### config.mk
export PLATFORM = sky130hd
export DESIGN_NAME = pc_fetch_unit
export DESIGN_NICKNAME = d
export VERILOG_FILES = /design/src/rtl/pc_fetch_unit_pkg.sv /design/src/rtl/pc_fetch_unit_pc_register.sv /design/src/rtl/pc_fetch_unit.sv
export SDC_FILE = /design/constraint.sdc
export NUM_CORES = 1
export LEC_CHECK = 0
export ABC_AREA = 1
export CAP_MARGIN = 20
export CORE_AREA = 2 2 117 130
export DETAILED_ROUTE_END_ITERATION = 8
export DIE_AREA = 0 0 119 132
export HOLD_SLACK_MARGIN = 0.03
export PLACE_DENSITY_LB_ADDON = 0.1
export SLEW_MARGIN = 0
export SYNTH_ARGS = -nofsm -noshare
export SYNTH_HDL_FRONTEND = slang
export SYNTH_HIERARCHICAL = 1
export SYNTH_SLANG_ARGS = --single-unit
### constraint.sdc
create_clock -name clock -period 1.65 [get_ports clock]
set_input_delay 0.4125 -clock clock [delete_from_list [all_inputs] [get_ports clock]]
set_output_delay 0.4125 -clock clock [all_outputs]
set_load 0.005 [all_outputs]
### src/rtl/pc_fetch_unit_pkg.sv
// Shared MIPS front-end definitions: fetch FSM encoding, instruction width and
// the default reset vector used by the PC register.
package mips_defs;

    localparam int          INSTR_WIDTH      = 32;
    localparam logic [31:0] DEFAULT_RESET_PC = 32'h0000_0000;

    typedef enum logic [1:0] {
        BOOT  = 2'd0,
        FETCH = 2'd1,
        VALID = 2'd2,
        ERROR = 2'd3
    } fetch_state_t;

    function automatic logic is_word_aligned(input logic [31:0] addr);
        return (addr[1:0] == 2'b00);
    endfunction

endpackage

### src/rtl/pc_fetch_unit_pc_register.sv
// Program counter and retired-instruction counter; both advance together on a
// single load enable, which is the decode handshake.
module pc_register
    import mips_defs::*;
#(
    parameter logic [31:0] RESET_PC    = DEFAULT_RESET_PC,
    parameter int          COUNT_WIDTH = 32
) (
    input  logic                   clock,
    input  logic                   reset_n,
    input  logic                   i_load,
    input  logic [31:0]            i_pc_next,
    output logic [31:0]            o_pc,
    output logic [COUNT_WIDTH-1:0] o_count
);

    logic [31:0]            r_pc;
    logic [COUNT_WIDTH-1:0] r_count;

    // The counter wraps naturally at 2^COUNT_WIDTH.
    always_ff @(posedge clock or negedge reset_n) begin
        if (!reset_n) begin
            r_pc    <= RESET_PC;
            r_count <= '0;
        end else if (i_load) begin
            r_pc    <= i_pc_next;
            r_count <= r_count + COUNT_WIDTH'(1);
        end
    end

    assign o_pc    = r_pc;
    assign o_count = r_count;

endmodule

### src/rtl/pc_fetch_unit.sv
// PC register and instruction-fetch sequencer: fetches from imem over req/ack,
// hands the instruction to decode over valid/ready and closes the next-PC loop.
module pc_fetch_unit
    import mips_defs::*;
#(
    parameter logic [31:0] RESET_PC    = DEFAULT_RESET_PC,
    parameter int          COUNT_WIDTH = 32
) (
    input  logic                   clock,
    input  logic                   reset_n,
    input  logic [31:0]            pc_next,
    output logic                   imem_req,
    output logic [31:0]            imem_addr,
    input  logic                   imem_ack,
    input  logic [31:0]            imem_rdata,
    output logic                   inst_valid,
    input  logic                   inst_ready,
    output logic [31:0]            inst_out,
    output logic [31:0]            pc_out,
    output logic [31:0]            pc_plus4,
    output logic                   fetch_error,
    output logic [COUNT_WIDTH-1:0] retired_count
);

    fetch_state_t           r_state;
    fetch_state_t           w_state_next;
    logic [INSTR_WIDTH-1:0] r_inst;
    logic                   r_fetch_error;
    logic                   w_fetch_done;
    logic                   w_retire;
    logic                   w_pc_misaligned;
    logic [31:0]            w_pc;

    assign w_fetch_done    = (r_state == FETCH) && imem_ack;
    assign w_retire        = (r_state == VALID) && inst_ready;
    assign w_pc_misaligned = !is_word_aligned(pc_next);

    always_ff @(posedge clock or negedge reset_n) begin
        if (!reset_n) begin
            r_state <= BOOT;
        end else begin
            r_state <= w_state_next;
        end
    end

    // Handshake strobes are pure state decodes so reset removes them at once.
    always_comb begin
        w_state_next = r_state;
        imem_req     = 1'b0;
        inst_valid   = 1'b0;
        case (r_state)
            BOOT: begin
                w_state_next = FETCH;
            end
            FETCH: begin
                imem_req = 1'b1;
                if (imem_ack) begin
                    w_state_next = VALID;
                end
            end
            VALID: begin
                inst_valid = 1'b1;
                if (inst_ready) begin
                    w_state_next = w_pc_misaligned ? ERROR : FETCH;
                end
            end
            ERROR: begin
                w_state_next = ERROR;
            end
            default: begin
                w_state_next = BOOT;
            end
        endcase
    end

    always_ff @(posedge clock or negedge reset_n) begin
        if (!reset_n) begin
            r_inst <= '0;
        end else if (w_fetch_done) begin
            r_inst <= imem_rdata;
        end
    end

    // Sticky until reset; pc keeps the offending value for debug.
    always_ff @(posedge clock or negedge reset_n) begin
        if (!reset_n) begin
            r_fetch_error <= 1'b0;
        end else if (w_retire && w_pc_misaligned) begin
            r_fetch_error <= 1'b1;
        end
    end

    pc_register #(
        .RESET_PC    (RESET_PC),
        .COUNT_WIDTH (COUNT_WIDTH)
    ) u_pc_register (
        .clock     (clock),
        .reset_n   (reset_n),
        .i_load    (w_retire),
        .i_pc_next (pc_next),
        .o_pc      (w_pc),
        .o_count   (retired_count)
    );

    assign imem_addr   = w_pc;
    assign pc_out      = w_pc;
    assign pc_plus4    = w_pc + 32'd4;
    assign inst_out    = r_inst;
    assign fetch_error = r_fetch_error;

endmodule

After elaboration in Yosys (flattened, before gate mapping)
Index checks and enable logic that the tools add are counted.

Add/sub/neg operators: 2. Eq/ne operators: 5. Mux-type cells: 6. Reduce and logical (&&, ||, !) cells: 7.

Operators by type and width (count): $add A32 B1 Y32 const B (1); $add A32 B3 Y32 const B (1); $pmux W2 S4 (1); $mux W2 (3); $eq A2 B2 Y1 const B (2); $logic_not A2 Y1 (2); $ne A2 B2 Y1 const B (2); $logic_and A1 B1 Y1 (3); $eq A2 B1 Y1 const B (1); $mux W1 (2); $reduce_and A2 Y1 (1); $logic_not A1 Y1 (1).

Flip-flop bits (word level): 99. Bits of input ports: 68. Output and inout bits: 163. Logic and storage cells: 25.

Longest topological paths before layout
Depth after elaboration: 4. Mapped depth: 11. Mapped depth without buffers: 11.

By module
The synthesis kept the hierarchy.

Modules (own cells, without submodules): pc_register (times used 1, cells each 368, area an instance 2979.1 um2, sequential area each 1601.5 um2); pc_fetch_unit (times used 1, cells each 361, area an instance 2523.7 um2, sequential area each 875.8 um2).

Worst setup path before layout
OpenSTA, ideal clock, no wires.

Path kind: reg-to-output. From: register u_pc_register.r_pc[3], in the netlist u_pc_register/o_pc[3]. To: output port pc_plus4[18]. Data arrival time: 1.240 ns. Data required time: 1.237 ns. Slack: -0.003 ns. Cell stages (with the launch flop): 7. Buffers on the path: 0. Path through: dfrtp_1 > ha_1 > nand2_1 > nor2_2 > nand2_2 > nor2_4 > xor2_1.

Cells in the longest elaborated chain, start to end: 1.

Ends and longest elaborated chain: start: declaration (RTL line pc_fetch_unit_pc_register.sv:17) `logic [31:0] r_pc;`; start signal: assignment (RTL line pc_fetch_unit_pc_register.sv:26) `r_pc <= i_pc_next;`; $add A32 B3 Y32 (RTL line pc_fetch_unit.sv:107) `assign pc_plus4 = w_pc + 32'd4;`; end: declaration (RTL line pc_fetch_unit.sv:20) `output logic [31:0] pc_plus4,`.

No other way between the ends.

Final worst setup path
From: register u_pc_register.r_pc[2], in the netlist u_pc_register/o_pc[2]. To: output port pc_plus4[31].

The elaborated chain is that of the path after synthesis.

==> impl_metrics.env <==
export IMPL_status="finished, violations left"
export IMPL_failed_checks="setup timing"
export IMPL_layout_drive_gt1_share_pct=31.88
export IMPL_rows=46
export IMPL_ir_drop_mv=0.5453
export IMPL_cts_buffers=9
export IMPL_yosys_warnings=6
export IMPL_synth_cell_area_sq_um=5503
export IMPL_cp_depth=11
export IMPL_grt_overflow_total=0
export IMPL_nets=1163
export IMPL_place_gp_congestion=0.8932
export IMPL_postCtsHoldBufs=0
export IMPL_cap_violations=0
export IMPL_crit_family="simple AND/OR/NAND/NOR gates"
export IMPL_grt_busiest_layer="met2"
export IMPL_critical_path_class="reg -> out"
export IMPL_wl_per_cell_microns=14.49
export IMPL_min_path_type="in -> async"
export IMPL_path_buf_inv=5
export IMPL_ant_nets=0
export IMPL_ys_ff_latch=99
export IMPL_die_area_sq_um=15710
export IMPL_grt_pass1_wl_microns=29550
export IMPL_cp_end_kind="output port"
export IMPL_fin_crit_sh_pct=135.0
export IMPL_ioPinCount=231
export IMPL_yosysTopAreaCellShare_pct=45.02
export IMPL_grt_max_degree=100
export IMPL_grt_use_met2_pct=42.34
export IMPL_first_iter_violations=245
export IMPL_drcViolationCount=0
export IMPL_grtUsageMet1_pct=27.19
export IMPL_synth_area_per_cell_sq_um=7.548
export IMPL_yosysUniqueCellTypes=29
export IMPL_fin_ws_ns=-0.5775
export IMPL_drtPass1Iterations=5
export IMPL_period_needed_ns=2.227
export IMPL_num_vias=5999
export IMPL_max_freq_mhz=448.9
export IMPL_cts_path_max_buffers=2
export IMPL_root_buffer="clkbuf_16"
export IMPL_cts_sinks=99
export IMPL_yosysTopAreaCell="dfrtp_1"
export IMPL_crit_path_top_delay_cell="dfrtp_1"
export IMPL_finalInstanceArea_sq_um=9529
export IMPL_synth_cells=729
export IMPL_cp_max_fo=3
export IMPL_wl_microns=18690
export IMPL_drv_slew=0
export IMPL_power_mw=8.713
export IMPL_gr_usage_all_layers_pct=23.28
export IMPL_rrSetupSlack_ns=0.07
export IMPL_start_kind="register"
export IMPL_yosysSeqAreaShare_pct=45.02
export IMPL_dpl_instance_area_sq_um=8238
export IMPL_antenna_found_initial=0
export IMPL_maxSlewHeadroom_pct=62.07
export IMPL_syn_nets=799
export IMPL_final_hold_viol_count=0
export IMPL_clkTransAtPathRegs_ns=0.07
export IMPL_final_cell_mix="nand2_1, buf_4, dfrtp_1"
export IMPL_final_common_cell="nand2_1"
export IMPL_diodes=0
export IMPL_portBuffers=230
export IMPL_grt_pass1_vias=5982
export IMPL_cts_tree="built"
export IMPL_rsz0062_at_grt="yes"
export IMPL_yosys_top_cells_area="dfrtp_1, nand2_1, nand3_1, buf_4, inv_1"
export IMPL_crit_chain="buf_6, inv_4, nor2_4, nand2_4, nor2_8, buf_12, buf_6, nand2_2, nand2_1, nand2_1, buf_2"
export IMPL_fp_dieH_microns=132
export IMPL_ff2ff_path_depth=12
export IMPL_fillers=1210
export IMPL_htree_levels=3
export IMPL_multi_input_area_sq_um=2699
export IMPL_viasPerCell=4.650
export IMPL_leakage_nw=5.449
export IMPL_clk_latency_ns=0.36
export IMPL_tightest_slew_ns=0.5690
export IMPL_initial_core_util_pct=38.40
export IMPL_dp_final_hpwl_microns=12520
export IMPL_hold_worst_slack_ns=0.09001
export IMPL_skew_ns=0.006740
export IMPL_syn_to_final_growth_pct=73.17
export IMPL_setup_violations=32
export IMPL_die_x_microns=119
export IMPL_seqCellArea_sq_um=2487
export IMPL_met3_usage_pct=3.849
export IMPL_max_stage_delay_ns=0.41
export IMPL_crit_required_ns=1.24
export IMPL_p_per_area_nw_per_um2=914.4
export IMPL_worstPathArrival_ns=1.81
export IMPL_core_sq_um=14330
flip-flops by register name, summed over array words and instances (netlist names):
signal,cells
inst_out,32
u_pc_register/o_count,32
u_pc_register/o_pc,32
r_state,2
fetch_error,1
power by group:
part	total [mW]	internal, mW	switching [mW]	leakage [nW]
Combinational	3.47	2.07	1.41	4.06
Sequential	3.16	2.82	0.339	1.25
Clock	2.08	1.09	0.991	0.142
Total	8.71	5.98	2.74	5.45
Yosys cell counts (all sizes together):
| cell | instances |
|---|---|
| a21oi | 1 |
| a21o | 1 |
| or2 | 1 |
| xor2 | 21 |
| nand3b | 10 |
| buf | 48 |
| nor3 | 2 |
| nand4 | 10 |
| and2 | 3 |
| inv | 58 |
| xnor2 | 11 |
| ha | 2 |
| nand2 | 316 |
| nand3 | 65 |
| clkbuf | 5 |
| nor2 | 74 |
| dfrtp | 99 |
| o21ai | 2 |
area by class of cell:
type	count	area share (%)
multi-input cells	519	28.32
clock buffers	11	2.547
flip-flops and latches	99	26.10
repair buffers	406	37.72
inverters	58	2.337
clock inverters	5	0.4464
well taps	192	2.521
final timing paths:
kind	start	to
worst max-delay path	u_pc_register/o_pc[2]$_DFFE_PN0P_	pc_plus4[31]
worst min-delay path	reset_n	u_pc_register/o_pc[7]$_DFFE_PN0P_
worst max register to register	r_state[0]$_DFFE_PN0P_	u_pc_register/o_count[20]$_DFFE_PN0P_
worst min register to register	fetch_error$_DFFE_PN0P_	fetch_error$_DFFE_PN0P_
max in group asynchronous	reset_n	r_state[1]$_DFFE_PN0P_
min in group clock	inst_ready	r_state[1]$_DFFE_PN0P_
metrics by stage:
step                      cells  setup TNS [ns]  setup WS [ns]  util, %
after floorplan             729               0      0.0001033        -
after global placement     1167          -24.43        -0.4775    57.48
after detailed placement   1167          -26.28        -0.5104    57.48
after CTS                  1269          -14.37        -0.5660    64.13
after global routing       1290          -16.30        -0.6627    66.49
final                      1290          -13.89        -0.5775    66.49
repair_timing:
item,4_1_cts,5_1_grt
endpoints found under the setup margin,145,134
pin swaps,30,34
setup buffers,87,34
gates resized for setup,345,144
layer usage:
metal	part of all wire (%)	vias up
met5	0	-
met4	2.4	0
met3	5.5	28
met2	52	209
met1	40	2827
li1	-	2935
kinds of logic (layout without fill, tap and decap cells):
| kind of cell | count (synthesis) | count (layout) | synth area share [%] |
|---|---|---|---|
| AO/OA/AOI/OAI | 4 | 4 | 0.4092 |
| AND/OR/NAND/NOR | 481 | 481 | 38.52 |
| XOR/XNOR | 32 | 32 | 5.366 |
| adder cells (fa/ha/maj) | 2 | 2 | 0.4547 |
| buffers and inverters | 111 | 480 | 10.23 |
| flip-flops | 99 | 99 | 45.02 |
Power figures use the tool's default switching activity.
